$ cat src/rtl/req_arbiter_4.sv
// Four-way round-robin arbiter with registered one-hot grant, owner release on done or
// request drop, and forced release after hold_max cycles.

module req_arbiter_4 #(
    parameter int unsigned HOLD_MAX = 8
) (
    input  logic       clk,
    input  logic       rst,
    input  logic [3:0] req,
    input  logic       done,
    output logic [3:0] gnt,
    output logic [1:0] gnt_idx,
    output logic       gnt_vld,
    output logic       timeout
);

    localparam logic [7:0] HoldLast = 8'(HOLD_MAX - 1);

    typedef enum logic [0:0] {
        StIdle,
        StBusy
    } state_e;

    state_e     state_q, state_d;
    logic [1:0] ptr_q, ptr_d;
    logic [7:0] cnt_q, cnt_d;
    logic [1:0] owner_q, owner_d;
    logic [3:0] gnt_q, gnt_d;
    logic [1:0] gnt_idx_q, gnt_idx_d;
    logic       gnt_vld_q, gnt_vld_d;
    logic       timeout_q, timeout_d;

    logic [1:0] cand;
    logic [1:0] sel_idx;
    logic       found;
    logic       rel_done, rel_drop, rel_max, rel_any;

    // Scan from the farthest offset down so the nearest set bit after ptr wins.
    always_comb begin
        cand    = '0;
        sel_idx = '0;
        found   = 1'b0;
        for (int i = 3; i >= 0; i--) begin
            cand = ptr_q + 2'(i);
            if (req[cand]) begin
                sel_idx = cand;
                found   = 1'b1;
            end
        end
    end

    assign rel_done = done;
    assign rel_drop = ~req[owner_q];
    assign rel_max  = (cnt_q == HoldLast);
    assign rel_any  = rel_done | rel_drop | rel_max;

    always_comb begin
        state_d   = state_q;
        ptr_d     = ptr_q;
        cnt_d     = cnt_q;
        owner_d   = owner_q;
        gnt_d     = gnt_q;
        gnt_idx_d = gnt_idx_q;
        gnt_vld_d = gnt_vld_q;
        timeout_d = 1'b0;
        unique case (state_q)
            StIdle: begin
                if (found) begin
                    state_d   = StBusy;
                    cnt_d     = '0;
                    owner_d   = sel_idx;
                    gnt_d     = 4'b0001 << sel_idx;
                    gnt_idx_d = sel_idx;
                    gnt_vld_d = 1'b1;
                end
            end
            StBusy: begin
                if (rel_any) begin
                    state_d   = StIdle;
                    cnt_d     = '0;
                    ptr_d     = owner_q + 2'd1;
                    gnt_d     = '0;
                    gnt_idx_d = '0;
                    gnt_vld_d = 1'b0;
                    // Only a pure hold-limit release is reported as a timeout.
                    timeout_d = rel_max & ~rel_done & ~rel_drop;
                end else begin
                    cnt_d = cnt_q + 8'd1;
                end
            end
            default: state_d = StIdle;
        endcase
    end

    always_ff @(posedge clk or posedge rst) begin
        if (rst) begin
            state_q   <= StIdle;
            ptr_q     <= '0;
            cnt_q     <= '0;
            owner_q   <= '0;
            gnt_q     <= '0;
            gnt_idx_q <= '0;
            gnt_vld_q <= 1'b0;
            timeout_q <= 1'b0;
        end else begin
            state_q   <= state_d;
            ptr_q     <= ptr_d;
            cnt_q     <= cnt_d;
            owner_q   <= owner_d;
            gnt_q     <= gnt_d;
            gnt_idx_q <= gnt_idx_d;
            gnt_vld_q <= gnt_vld_d;
            timeout_q <= timeout_d;
        end
    end

    assign gnt     = gnt_q;
    assign gnt_idx = gnt_idx_q;
    assign gnt_vld = gnt_vld_q;
    assign timeout = timeout_q;

endmodule
$ cat config.mk
export PLATFORM = sky130hd
export DESIGN_NAME = req_arbiter_4
export DESIGN_NICKNAME = d
export VERILOG_FILES = /design/src/rtl/req_arbiter_4.sv
export SDC_FILE = /design/constraint.sdc
export NUM_CORES = 1
export LEC_CHECK = 0
export ABC_AREA = 1
export CORE_UTILIZATION = 54
export DETAILED_ROUTE_END_ITERATION = 8
export GPL_ROUTABILITY_DRIVEN = 0
export MAX_ROUTING_LAYER = met4
export PLACE_DENSITY = 0.77
export SYNTH_ARGS = -nofsm -noshare
export SYNTH_HDL_FRONTEND = slang
export SYNTH_SLANG_ARGS = --single-unit
$ cat constraint.sdc
create_clock -name clk -period 1.7 [get_ports clk]
set_input_delay 0.34 -clock clk [delete_from_list [all_inputs] [get_ports clk]]
set_output_delay 0.34 -clock clk [all_outputs]
set_load 0.03 [all_outputs]
After elaboration in Yosys (flattened, before gate mapping)
Index checks and enable logic that the tools add are counted.
{ "word_totals": {"regBits": 21, "latch_bits": 0, "ram_bits": 0, "romBits": 0, "out_inout_bits": 8, "memories": 0} }
{ "op_classes": {"n_addsub": 5, "n_mul": 0, "div_mod_pow": 0, "order_cmp": 5, "n_eq_ne": 3, "n_shift": 1, "n_mux": 35, "n_bitwise": 7, "reduce_logical": 3} }
{ "op_table": {"columns": ["cell", "count"], "rows": [
  ["8-bit 2-to-1 mux", 2],
  ["8-bit one-hot mux with 2 select lines", 1],
  ["2-bit by 3-bit less-than comparator with 1-bit output, second input constant", 5],
  ["1-bit 2-to-1 mux", 15],
  ["2-bit 2-to-1 mux", 6],
  ["1-bit binary-select mux with 2-bit select", 5],
  ["8-bit by 1-bit adder with 8-bit output, second input constant", 1],
  ["8-bit by 3-bit equality test with 1-bit output, second input constant", 1],
  ["4-bit 2-to-1 mux", 2],
  ["4-bit one-hot mux with 2 select lines", 1],
  ["2-bit AND reduction", 3],
  ["2-bit by 1-bit adder with 2-bit output, second input constant", 2],
  ["2-bit adder, second input constant", 2],
  ["1-bit one-hot mux with 2 select lines", 2],
  ["2-bit one-hot mux with 2 select lines", 1],
  ["1-bit by 2-bit << shifter with 4-bit output, first input constant", 1],
  ["1-bit NOT", 3],
  ["1-bit bitwise AND", 2],
  ["2-bit by 1-bit != test with 1-bit output, second input constant", 1],
  ["2-bit != test, second input constant", 1],
  ["1-bit bitwise OR", 2]
]} }

Depth between registers and ports, before layout
{ "depth": {"word_depth": 10, "ltp_mapped": 13, "mapped_depth_nobuf": 12} }

Worst setup path after synthesis
Ideal clock, no wire load.
{ "synth_timing": {"path_type": "reg2reg", "startpoint": "register cnt_q[0]", "endpoint": "register gnt_idx_q[0], in the netlist gnt_idx[0]", "setup_time_ns": 0.122, "arrival_time_ns": 1.313, "t_required_ns": 1.578, "slack_ns": 0.265, "path_stages_with_launch": 10, "synth_period_minus_slack_ns": 1.435, "cell_sequence": "dfrtp_1 > ha_1 > nand2_1 > nor3_1 > nand4_1 > nand3_2 > nand2_1 > buf_4 > nand3_1 > nand2_1"} }
{ "synth_between": {"elab_chain_len": 4} }
{ "synth_lines": {"columns": ["element", "line_no", "rtl"], "rows": [
  ["from (decl)", "26", "logic [7:0] cnt_q, cnt_d;"],
  ["from (signal assigned)", "108", "cnt_q <= cnt_d;"],
  ["8-bit by 3-bit equality test with 1-bit output", "54", "assign rel_max = (cnt_q == HoldLast);"],
  ["1-bit bitwise OR", "55", "assign rel_any = rel_done | rel_drop | rel_max;"],
  ["2-bit by 1-bit != test with 1-bit output (no line)", null, null],
  ["2-bit AND reduction (no line)", null, null],
  ["to (signal assigned)", "111", "gnt_idx_q <= gnt_idx_d;"],
  ["to (decl)", "29", "logic [1:0] gnt_idx_q, gnt_idx_d;"]
]} }
No other way between the ends.
A chain may end at the register's enable or synchronous reset.

Worst setup path in the final report
{ "layout_timing": {"startpoint": "register timeout_q, in the netlist timeout", "endpoint": "output port timeout"} }
{ "layout_rtl": {"columns": ["element", "line_no", "rtl"], "rows": [
  ["from (decl)", "31", "logic timeout_q, timeout_d;"],
  ["from (signal assigned)", "113", "timeout_q <= timeout_d;"],
  ["to (decl)", "14", "output logic timeout"]
]} }
No word-level cell between the ends.

==> impl_metrics.csv <==
group,metric,value,unit
placed_design,place.detailed.hpwl,2.023,mm
yosys,syn_nets,172,
yosys,syn_area,1250,sq um
timing,setup_violations,0,
critical_path,critPathArrivalTime,1.29,ns
timing,hold_ws,0.3534,ns
critical_path,worstSetupEndpointType,"primary output",
final_layout,finalNonFillerCells,217,
yosys,ys_async_sr_fraction,100.0,%
floorplan,io_pins,15,
clock_tree,cts_tree,"done",
timing,fin_crit_sh,95.84,%
critical_path,worstPathCellList,"clkdlybuf4s50_1",
clock_tree,clk_pin_slew,0.11,ns
floorplan,fp.dieArea,2511,sq um
power_and_ir_drop,total_leakage_power,0.8238,nW
final_layout,fin_nets,198,
timing,fin_skew,0.003139,ns
placed_design,place_inst,212,
detailed_routing,detail_route.first_pass.iterations,6,
detailed_routing,drt_iter0_markers,27,
critical_path,cpPeakStageDelay,0.66,ns
critical_path,crit_path_start,"timeout$_DFF_PP0_",
placed_design,post_dp_cell_area,1466,sq um
detailed_routing,vias_per_cell,5.295,
grt,antenna_found_initial,0,
floorplan,rows,17,
yosys,netlist_instances,164,
final_layout,num_antenna_cells,0,
detailed_routing,vias,1149,
floorplan,die_y,50.11,microns
yosys,synth_cell_types,29,
grt,overflow,0,
yosys,yosysWarnings,0,
timing,layout_min_cycle_time,1.629,ns
yosys,yosysSeqAreaShare,42.04,%
critical_path,critPathTopFamily,"buffers and inverters",
clock_tree,h-tree-depth,1,
critical_path,critPathSlowestCell,"clkdlybuf4s50_1",
final_layout,fin_area,1520,sq um
grt,grt_start_max_net_pins,22,
floorplan,core_area,2191,sq um
detailed_routing,drtAntennaViolNets,0,
detailed_routing,totalWireLength,2.603,mm
clock_tree,clk_latency,0.30,ns
timing,final_max_slew_viol_count,0,
final_layout,final_common_cell,"nand2_1",
final_layout,fin_util,69.39,%
clock_tree,cts_buffer_depth,2,
yosys,synth_edf_count,0,
clock_tree,hold_buffers,0,
job,maxCapViolations,0,
critical_path,rr_startpoint,"cnt_q[0]$_DFFE_PP0P_",
clock_tree,cts_root_buf,"clkbuf_4",
final_layout,drive_gt1_share,18.52,%
detailed_routing,avgRoutedWirePerCell,12.00,microns
grt,grt_use_total,24.01,%
critical_path,crit_buf_inv,1,
power_and_ir_drop,cellPowerDensity,1733,nW/um^2
timing,slew-limit-headroom,75.18,%
outcome,outcome,"completed",
floorplan,initial_core_util,57.05,%
timing,max_slew.worst_pin.slew,0.3694,ns
floorplan,chipWidth,50.11,microns
timing,finalHoldViolCount,0,
clock_tree,cts_buffers,3,
detailed_routing,drc,0,
grt,grt_pass1_vias,1101,
yosys,synth_ff_type,"dfrtp_1",
critical_path,worst_setup_path_start_kind,"flip-flop",
grt,grt_pass1_wl,4.416,mm
timing,fmax,0.6137,GHz
yosys,ys_ff_latch,21,
placed_design,numPortBuffers,14,
critical_path,path_class,"reg2out",
final_layout,areaGrowthSynthToFinish,21.62,%
critical_path,required,1.36,ns
min_path,hp-class,"in2async",
power_and_ir_drop,max-vdd-ir-drop,0.001131,V
critical_path,crit_fanout,1,
timing,rsz0062_at_grt,"no",
clock_tree,clock-sinks,21,
final_layout,final_cell_mix,"nand2_1 (44), dfrtp_1 (20), inv_1 (18), nand3_1 (18)",
yosys,synth_area_per_cell,7.622,sq um
[layer usage]
metal	part of all wire [%]	vias to the layer above	track usage [%]
met4	0.50	0	6.190
met2	54	19	43.33
li1	-	579	-
met5	0	-	-
met1	42	549	25.44
met3	3.3	2	6.481
[sequential cells by signal, indices dropped and copies added, names as in the netlist]
signal,flops
cnt_q,8
gnt,4
gnt_idx,2
gnt_vld,1
owner_q,2
ptr_q,2
state_q,1
timeout,1
[per-stage QoR]
stage	total power, W	TNS [ns]	setup slack (ns)
2_1_floorplan	0.001947	0	0.2649
3_3_place_gp	0.002344	-0.8236	-0.07901
3_5_place_dp	0.002402	-1.512	-0.1070
4_1_cts	0.002633	0	0.006107
5_1_grt	0.002854	0	0.007434
6_report	0.002635	0	0.07065
[where the power goes]
part | switching (W) | total, W | leakage (nW) | internal (W)
Sequential | 0.000137 | 0.000778 | 0.275 | 0.000641
Combinational | 0.00101 | 0.00162 | 0.534 | 0.000617
Clock | 0.000142 | 0.000233 | 0.0150 | 0.0000914
[layout make-up]
class	instances	area, sq um
well taps	28	35.03
inverters	23	91.34
clock buffers	4	26.28
flip-flops and latches	21	526.8
repair buffers	23	221.5
fillers	187	670.6
multi-input cells	118	619.3
[repair_timing]
action / in CTS / in global routing
endpoints found under the setup margin: 1 / 21
hold endpoints to repair: 0 / 0
pin swaps: 0 / 1
gates resized for setup: 1 / 9
buffers inserted: 0 / 1
[path summary, 6_finish.rpt]
check,endpoint,slack [ns],cells after the start
hold / removal,gnt[3]$_DFFE_PP0P_,0.35,3
max in group asynchronous,ptr_q[0]$_DFFE_PP0P_,1.11,3
setup reg to reg,cnt_q[4]$_DFFE_PP0P_,0.15,7
min in group clk,gnt_vld$_DFFE_PP0P_,0.51,2
setup / recovery,timeout,0.07,1
hold reg to reg,gnt_vld$_DFFE_PP0P_,0.51,2
[kinds of logic after synthesis]
logic type,count (synthesis),share of synthesized area [%]
buf+inv,25,8.808
flops,21,42.04
compound gates,18,7.908
mux,1,0.8008
fa+ha+maj,1,1.001
xor+xnor,5,3.503
simple gates,93,35.94
[synth_stat cells (all sizes together), types with 2 or more instances]
cell type | n | area share (%)
buf | 2 | 1.5
nand4 | 5 | 2.5
nand2 | 54 | 19
and2 | 2 | 1.0
nand3 | 20 | 8.8
o22ai | 3 | 1.5
o21ai | 10 | 4.3
nor2 | 9 | 3.7
dfrtp | 21 | 42
xor2 | 4 | 2.8
inv | 22 | 7.0
nor3 | 2 | 0.80
a21oi | 4 | 1.6
(Power assumes the default switching activity.)
